<file path="src/rtl/core_seq_unit_if.sv">
// core_seq_unit_if: slice-wide bus between the sequencer and the external ALU.
interface core_seq_unit_if #(parameter int SLICE_W = 8);
    logic [SLICE_W-1:0] OUT_data_a;
    logic [SLICE_W-1:0] OUT_data_b;
    logic [3:0]         OUT_ALU_OP;
    logic               OUT_carry_out;
    logic [SLICE_W-1:0] IN_S;
    logic               IN_carry_in;
    logic               IN_zero;
    modport master (output OUT_data_a, OUT_data_b, OUT_ALU_OP, OUT_carry_out,
                    input  IN_S, IN_carry_in, IN_zero);
    modport slave  (input  OUT_data_a, OUT_data_b, OUT_ALU_OP, OUT_carry_out,
                    output IN_S, IN_carry_in, IN_zero);
endinterface

</file>
<file path="src/rtl/core_seq_unit.sv">
// core_seq_unit: multi-slice arithmetic sequencer driving an external slice ALU,
// producing a sign-magnitude result, flags and a display blanking count.
module core_seq_unit #(
    parameter int SLICE_W  = 8,
    parameter int N_SLICES = 2,
    parameter int DIGITS   = 4,
    localparam int WIDTH   = SLICE_W * N_SLICES,
    localparam int OFF_W   = $clog2(DIGITS + 1)
) (
    input  logic              IN_clk,
    input  logic              IN_rst_n,
    input  logic              IN_start,
    input  logic              IN_clear,
    input  logic [WIDTH-1:0]  IN_src,
    input  logic [WIDTH-1:0]  IN_dst,
    input  logic [3:0]        IN_op,
    core_seq_unit_if.master   alu,
    output logic              OUT_busy,
    output logic              OUT_done,
    output logic [WIDTH-1:0]  OUT_value,
    output logic              OUT_neg_ans,
    output logic              OUT_less_than,
    output logic              OUT_zero,
    output logic              OUT_overflow,
    output logic              OUT_err,
    output logic [OFF_W-1:0]  OUT_off_number
);
    localparam int IDX_W = N_SLICES > 1 ? $clog2(N_SLICES) : 1;
    typedef enum logic [1:0] {IDLE, RUN, FIX, DONE} state_t;
    state_t state, state_nx;
    logic [IDX_W-1:0] idx;
    logic [WIDTH-1:0] a_r, b_r, res_r, fix_val;
    logic [3:0] op_r;
    logic carry_r, zacc, op_ok, accept, is_add, is_sub, is_cmp, chain, last, big;
    logic [OFF_W-1:0] cnt, fix_off;
    logic [63:0] p;
    assign op_ok  = IN_op >= 4'hA && IN_op <= 4'hE;
    assign accept = state == IDLE && IN_start && !IN_clear;
    assign is_add = op_r == 4'hA;
    assign is_sub = op_r == 4'hB;
    assign is_cmp = op_r == 4'hE;
    assign chain  = is_add || is_sub || is_cmp;
    assign last   = idx == IDX_W'(N_SLICES - 1);
    always_ff @(posedge IN_clk or negedge IN_rst_n)
        if (!IN_rst_n) state <= IDLE;
        else state <= state_nx;
    always_comb begin
        state_nx = state;
        OUT_busy = state == RUN || state == FIX;
        OUT_done = state == DONE;
        if (accept) state_nx = op_ok ? RUN : DONE;
        if (state == RUN && last) state_nx = FIX;
        if (state == FIX) state_nx = DONE;
        if (state == DONE) state_nx = IDLE;
    end
    // compare is a subtract whose only result is the final borrow
    assign alu.OUT_data_a    = state == RUN ? a_r[idx*SLICE_W +: SLICE_W] : '0;
    assign alu.OUT_data_b    = state == RUN ? b_r[idx*SLICE_W +: SLICE_W] : '0;
    assign alu.OUT_ALU_OP    = state == RUN ? (is_cmp ? 4'hB : op_r) : 4'h0;
    assign alu.OUT_carry_out = state == RUN && chain && idx != '0 && carry_r;
    always_comb begin
        fix_val = is_cmp ? '0 : (is_sub && carry_r) ? ~res_r + WIDTH'(1) : res_r;
        cnt = '0;
        p = 64'd1;
        for (int i = 0; i < DIGITS; i++) begin
            p = p * 64'd10;
            if (64'(fix_val) >= p) cnt = cnt + OFF_W'(1);
        end
        big = cnt == OFF_W'(DIGITS);
        fix_off = big ? '0 : OFF_W'(DIGITS - 1) - cnt;
    end
    always_ff @(posedge IN_clk or negedge IN_rst_n)
        if (!IN_rst_n) begin
            idx <= '0;
            a_r <= '0;
            b_r <= '0;
            op_r <= '0;
            res_r <= '0;
            carry_r <= 1'b0;
            zacc <= 1'b0;
            OUT_value <= '0;
            OUT_neg_ans <= 1'b0;
            OUT_less_than <= 1'b0;
            OUT_zero <= 1'b0;
            OUT_overflow <= 1'b0;
            OUT_err <= 1'b0;
            OUT_off_number <= OFF_W'(DIGITS);
        end else begin
            if (accept) begin
                a_r <= IN_src;
                b_r <= IN_dst;
                op_r <= IN_op;
                idx <= '0;
                res_r <= '0;
                carry_r <= 1'b0;
                zacc <= 1'b1;
                OUT_err <= !op_ok;
            end else if ((state == IDLE || state == DONE) && IN_clear) OUT_err <= 1'b0;
            if (accept || ((state == IDLE || state == DONE) && IN_clear)) begin
                OUT_value <= '0;
                OUT_neg_ans <= 1'b0;
                OUT_less_than <= 1'b0;
                OUT_zero <= 1'b0;
                OUT_overflow <= 1'b0;
                OUT_off_number <= OFF_W'(DIGITS);
            end
            if (state == RUN) begin
                res_r[idx*SLICE_W +: SLICE_W] <= alu.IN_S;
                carry_r <= alu.IN_carry_in;
                zacc <= zacc & alu.IN_zero;
                idx <= last ? '0 : idx + IDX_W'(1);
            end
            if (state == FIX) begin
                OUT_value <= fix_val;
                OUT_neg_ans <= is_sub && carry_r;
                OUT_less_than <= is_cmp && carry_r;
                OUT_zero <= zacc;
                OUT_overflow <= (is_add && carry_r) || big;
                OUT_off_number <= fix_off;
            end
        end
endmodule

</file>
<file path="src/flat_wrapper.sv">
// flat-port wrapper written by rule: the top's interface ports become plain ports
module core_seq_unit_flat 
#(
    parameter int SLICE_W  = 8,
    parameter int N_SLICES = 2,
    parameter int DIGITS   = 4,
    localparam int WIDTH   = SLICE_W * N_SLICES,
    localparam int OFF_W   = $clog2(DIGITS + 1)
)
  (IN_clk, IN_rst_n, IN_start, IN_clear, IN_src, IN_dst, IN_op, OUT_busy, OUT_done, OUT_value, OUT_neg_ans, OUT_less_than, OUT_zero, OUT_overflow, OUT_err, OUT_off_number, alu_OUT_data_a, alu_OUT_data_b, alu_OUT_ALU_OP, alu_OUT_carry_out, alu_IN_S, alu_IN_carry_in, alu_IN_zero);
  core_seq_unit_if #(.SLICE_W(SLICE_W)) alu_i ();
  input  logic IN_clk;
  input  logic IN_rst_n;
  input  logic IN_start;
  input  logic IN_clear;
  input  logic [WIDTH-1:0] IN_src;
  input  logic [WIDTH-1:0] IN_dst;
  input  logic [3:0] IN_op;
  output logic OUT_busy;
  output logic OUT_done;
  output logic [WIDTH-1:0] OUT_value;
  output logic OUT_neg_ans;
  output logic OUT_less_than;
  output logic OUT_zero;
  output logic OUT_overflow;
  output logic OUT_err;
  output logic [OFF_W-1:0] OUT_off_number;
  output wire logic [$bits(alu_i.OUT_data_a)-1:0] alu_OUT_data_a;
  output wire logic [$bits(alu_i.OUT_data_b)-1:0] alu_OUT_data_b;
  output wire logic [$bits(alu_i.OUT_ALU_OP)-1:0] alu_OUT_ALU_OP;
  output wire logic [$bits(alu_i.OUT_carry_out)-1:0] alu_OUT_carry_out;
  input wire logic [$bits(alu_i.IN_S)-1:0] alu_IN_S;
  input wire logic [$bits(alu_i.IN_carry_in)-1:0] alu_IN_carry_in;
  input wire logic [$bits(alu_i.IN_zero)-1:0] alu_IN_zero;
  assign alu_OUT_data_a = alu_i.OUT_data_a;
  assign alu_OUT_data_b = alu_i.OUT_data_b;
  assign alu_OUT_ALU_OP = alu_i.OUT_ALU_OP;
  assign alu_OUT_carry_out = alu_i.OUT_carry_out;
  assign alu_i.IN_S = alu_IN_S;
  assign alu_i.IN_carry_in = alu_IN_carry_in;
  assign alu_i.IN_zero = alu_IN_zero;
  core_seq_unit #(.SLICE_W(SLICE_W), .N_SLICES(N_SLICES), .DIGITS(DIGITS)) u_core (.IN_clk(IN_clk), .IN_rst_n(IN_rst_n), .IN_start(IN_start), .IN_clear(IN_clear), .IN_src(IN_src), .IN_dst(IN_dst), .IN_op(IN_op), .alu(alu_i), .OUT_busy(OUT_busy), .OUT_done(OUT_done), .OUT_value(OUT_value), .OUT_neg_ans(OUT_neg_ans), .OUT_less_than(OUT_less_than), .OUT_zero(OUT_zero), .OUT_overflow(OUT_overflow), .OUT_err(OUT_err), .OUT_off_number(OUT_off_number));
endmodule
</file>
<file path="config.mk">
export PLATFORM = sky130hd
export DESIGN_NAME = core_seq_unit_flat
export DESIGN_NICKNAME = d
export VERILOG_FILES = /design/src/rtl/core_seq_unit_if.sv /design/src/rtl/core_seq_unit.sv /design/src/flat_wrapper.sv
export SDC_FILE = /design/constraint.sdc
export NUM_CORES = 1
export LEC_CHECK = 0
export ABC_AREA = 1
export BUFFER_PORTS_ARGS = -buffer_cell sky130_fd_sc_hd__buf_4
export CORE_ASPECT_RATIO = 1.2
export CORE_UTILIZATION = 59
export CTS_BUF_LIST = sky130_fd_sc_hd__clkbuf_4 sky130_fd_sc_hd__clkbuf_8 sky130_fd_sc_hd__clkbuf_16
export DETAILED_ROUTE_END_ITERATION = 16
export HOLD_SLACK_MARGIN = 0.12
export PLACE_DENSITY = 0.86
export SYNTH_ARGS = -nofsm -noshare
export SYNTH_HDL_FRONTEND = slang
export SYNTH_SLANG_ARGS = --single-unit
</file>
<file path="constraint.sdc">
create_clock -name IN_clk -period 4.7 [get_ports IN_clk]
set_input_delay 0.705 -clock IN_clk [delete_from_list [all_inputs] [get_ports IN_clk]]
set_output_delay 0.705 -clock IN_clk [all_outputs]
set_load 0.02 [all_outputs]
</file>
==> results.cfg <==
[status]
outcome = finished, final reports clean

[run]
maxCapViolCount = 0

[worst_setup_path]
start_kind = register
startpoint = u_core.carry_r
cp.arrival_ns = 3.91
cp-end-kind = register
reg2regPathDepth = 23
path_class = register to register
ff2ff_setup_slack_ns = 1.05
worst-path-max-fanout = 13
crit_required_ns = 4.96
rr_startpoint = u_core.carry_r

[sta]
finalCritPeriodShare = 0.7758
worst-slew-pin-transition_ns = 0.9700
slew_headroom = 0.3534
final_max_slew_viol_count = 0
hold_viol = 0
layout_min_cycle_time_ns = 3.646
hold-worst-slack_ns = 0.4816
finalSetupViolations = 0
fin_worst_skew_ns = 0.01035
fmax_mhz = 274.3
finalSetupTns_ns = 0
rsz0062_at_grt = no

[power]
seqPwrFrac = 0.344
vdd_drop_max_uv = 397.7
p_int_mw = 2.034
p_comb_frac = 0.500
p_per_area_nw_per_um2 = 703.6
p_switching_mw = 1.677
switching_share = 0.4519
power_frac_clock = 0.156
cellLeakagePower_nw = 2.811

[cells_and_area]
fin_util = 0.7603
final_cells = 710
antennaDiodeCount = 0
area_growth_pct = 22.46
drive_gt1_frac = 0.2552
n_fill_cell = 519
num-nets-final = 676

[logic_synthesis]
yosysWarnings = 0
syn-cell-area_um2 = 4307
synth_cell_types = 34
avgSynthCellArea_um2 = 8.095
synth_common_cells = nand2_1 (143), dfrtp_1 (80), nand3_1 (56), inv_1 (55), o21ai_0 (47)
synth_area_leader_cell = dfrtp_1
ys_seq_elements = 81
yosysTopAreaCellShare = 0.4648
synth_nets = 590
ys_async_sr_fraction = 1.000
ys.flop_type = dfrtp_1
synthTopCellsByArea = dfrtp_1 (46%), nand2_1 (12%), mux2_2 (8.4%)
yosysMostFrequentCell = nand2_1
yosysSeqAreaShare = 0.4709
synth_edf_count = 0
postSynthCellCount = 532

[grt]
grt_overflow = 0
grt_pass1_vias = 3834
grt_first_pass_wirelength_mm = 17.48
antenna_found_initial = 0
grt_max_degree = 82
grt_usage = 0.2997

[clocking]
hold_buffers = 0
cts_buffer_depth = 2
cts_tree = built
numCtsBuffers = 9
cts_sinks = 81
root_buffer = clkbuf_8
htree_levels = 3
ctsResizeCount = 0
clk_latency_ns = 0.36
path_clk_slew_ns = 0.09
postCtsSetupBuffers = 0

[hold_path]
min_from = u_core.OUT_off_number[0]
holdCritPathClass = register to register
whs_path_depth = 2

[placement]
dp_cells = 694
io_buffers = 96
dp_hpwl_mm = 7.821
gp_congestion = 0.9380

[route]
wl_per_cell_um = 14.89
routed_via_density = 5.545
vias = 3937
first_pass_iters = 5
drc_errors = 0
routed_wl_mm = 10.57
drtAntennaViolNets = 0
drt-initial-drc-count = 273

[die]
die_area_um2 = 7646
fp-row-count = 33
start_util = 0.6209
die_y_um = 95.59
die_w_um = 79.99
core_area_um2 = 6937
io_pins = 97
## power groups by stage
stage / logic (mW) / registers, mW / clock network (mW)
finish: 1.86 / 1.28 / 0.579
CTS: 1.86 / 1.27 / 0.583
global placement: 1.78 / 1.26 / 0
floorplan: 1.24 / 1.29 / 0
global route: 2.07 / 1.31 / 0.616
detailed placement: 1.85 / 1.28 / 0
## placed cells by master (no fill, tap or decap), drive strengths merged, types with 2 or more instances in the layout
cell type | netlist | routed
mux2 | 32 | 32
bufinv | 0 | 2
inv | 57 | 60
a21oi | 28 | 28
clkbuf | 19 | 9
ha | 8 | 8
nand2 | 146 | 146
nand3b | 2 | 2
clkinv | 3 | 4
nand3 | 58 | 58
o21ai | 48 | 48
buf | 3 | 97
nor3 | 4 | 4
nor2 | 34 | 34
dfrtp | 80 | 80
## flip-flops by register name, summed over array words and instances, names as in the netlist, 2 cells and up
signal / cells
u_core.b_r: 16
u_core.res_r: 16
u_core.OUT_off_number: 3
u_core.op_r: 4
u_core.state: 2
u_core.OUT_value: 16
u_core.a_r: 16
## cells by family (layout without fill, tap and decap cells)
| logic type | after synthesis | count (layout) | synth area share |
|---|---|---|---|
| DFF | 81 | 81 | 0.4709 |
| buffers and inverters | 82 | 173 | 0.07438 |
| adders and majority gates | 8 | 8 | 0.02324 |
| muxes | 32 | 32 | 0.08367 |
| AOI/OAI and AO/OA | 84 | 84 | 0.1049 |
| and+or+nand+nor | 245 | 245 | 0.2429 |
## worst paths after layout
check / to
max in group asynchronous: u_core.b_r[0]
min reg2reg: u_core.OUT_off_number[0]
max reg2reg: u_core.OUT_off_number[1]
min: u_core.OUT_off_number[0]
min in group asynchronous: u_core.OUT_value[6]
max: u_core.OUT_off_number[1]
## layout make-up
class                      count  area [um2]  area share
sequential                    81        2028      0.3846
tap                           87       108.9     0.02064
multi-input combinational    369        1958      0.3713
clock inverter                 7       101.3     0.01922
timing repair buffer          97       728.2      0.1381
inverter                      60       225.2     0.04270
clock buffer                   9       123.9     0.02349
## metrics by stage
| stage | total power, mW | cell area (um2) | worst slack, ns |
|---|---|---|---|
| after global routing | 4.001 | 5274 | 0.6131 |
| after floorplan | 2.526 | 4307 | 1.694 |
| after global placement | 3.042 | 5049 | 1.214 |
| after CTS | 3.712 | 5274 | 1.071 |
| final | 3.711 | 5274 | 1.054 |
| after detailed placement | 3.127 | 5049 | 1.084 |
## routing by layer
metal,up-vias,part of all wire,GRT usage
met5,-,0,0
met4,0,0.028,0.1503
met3,25,0.060,0.04976
met2,153,0.51,0.5057
met1,1859,0.40,0.3713
li1,1900,-,-
## critical path: stages (launching register included)
cell	delay [ns]
dfrtp_1	0.49
inv_2	0.10
nor3_4	0.46
nand2_2	0.18
nand2_1	0.09
nand2_1	0.05
nand3_1	0.14
nand3_1	0.17
nor2_4	0.17
nand3_1	0.08
inv_1	0.08
nand3_1	0.09
inv_1	0.07
ha_1	0.24
nand3b_1	0.21
nand2_1	0.11
inv_1	0.05
ha_1	0.26
inv_1	0.05
nand2_1	0.07
nand2_1	0.13
nand3_2	0.12
nand2_1	0.08
nand2_1	0.05
Power figures use the tool's default switching activity.
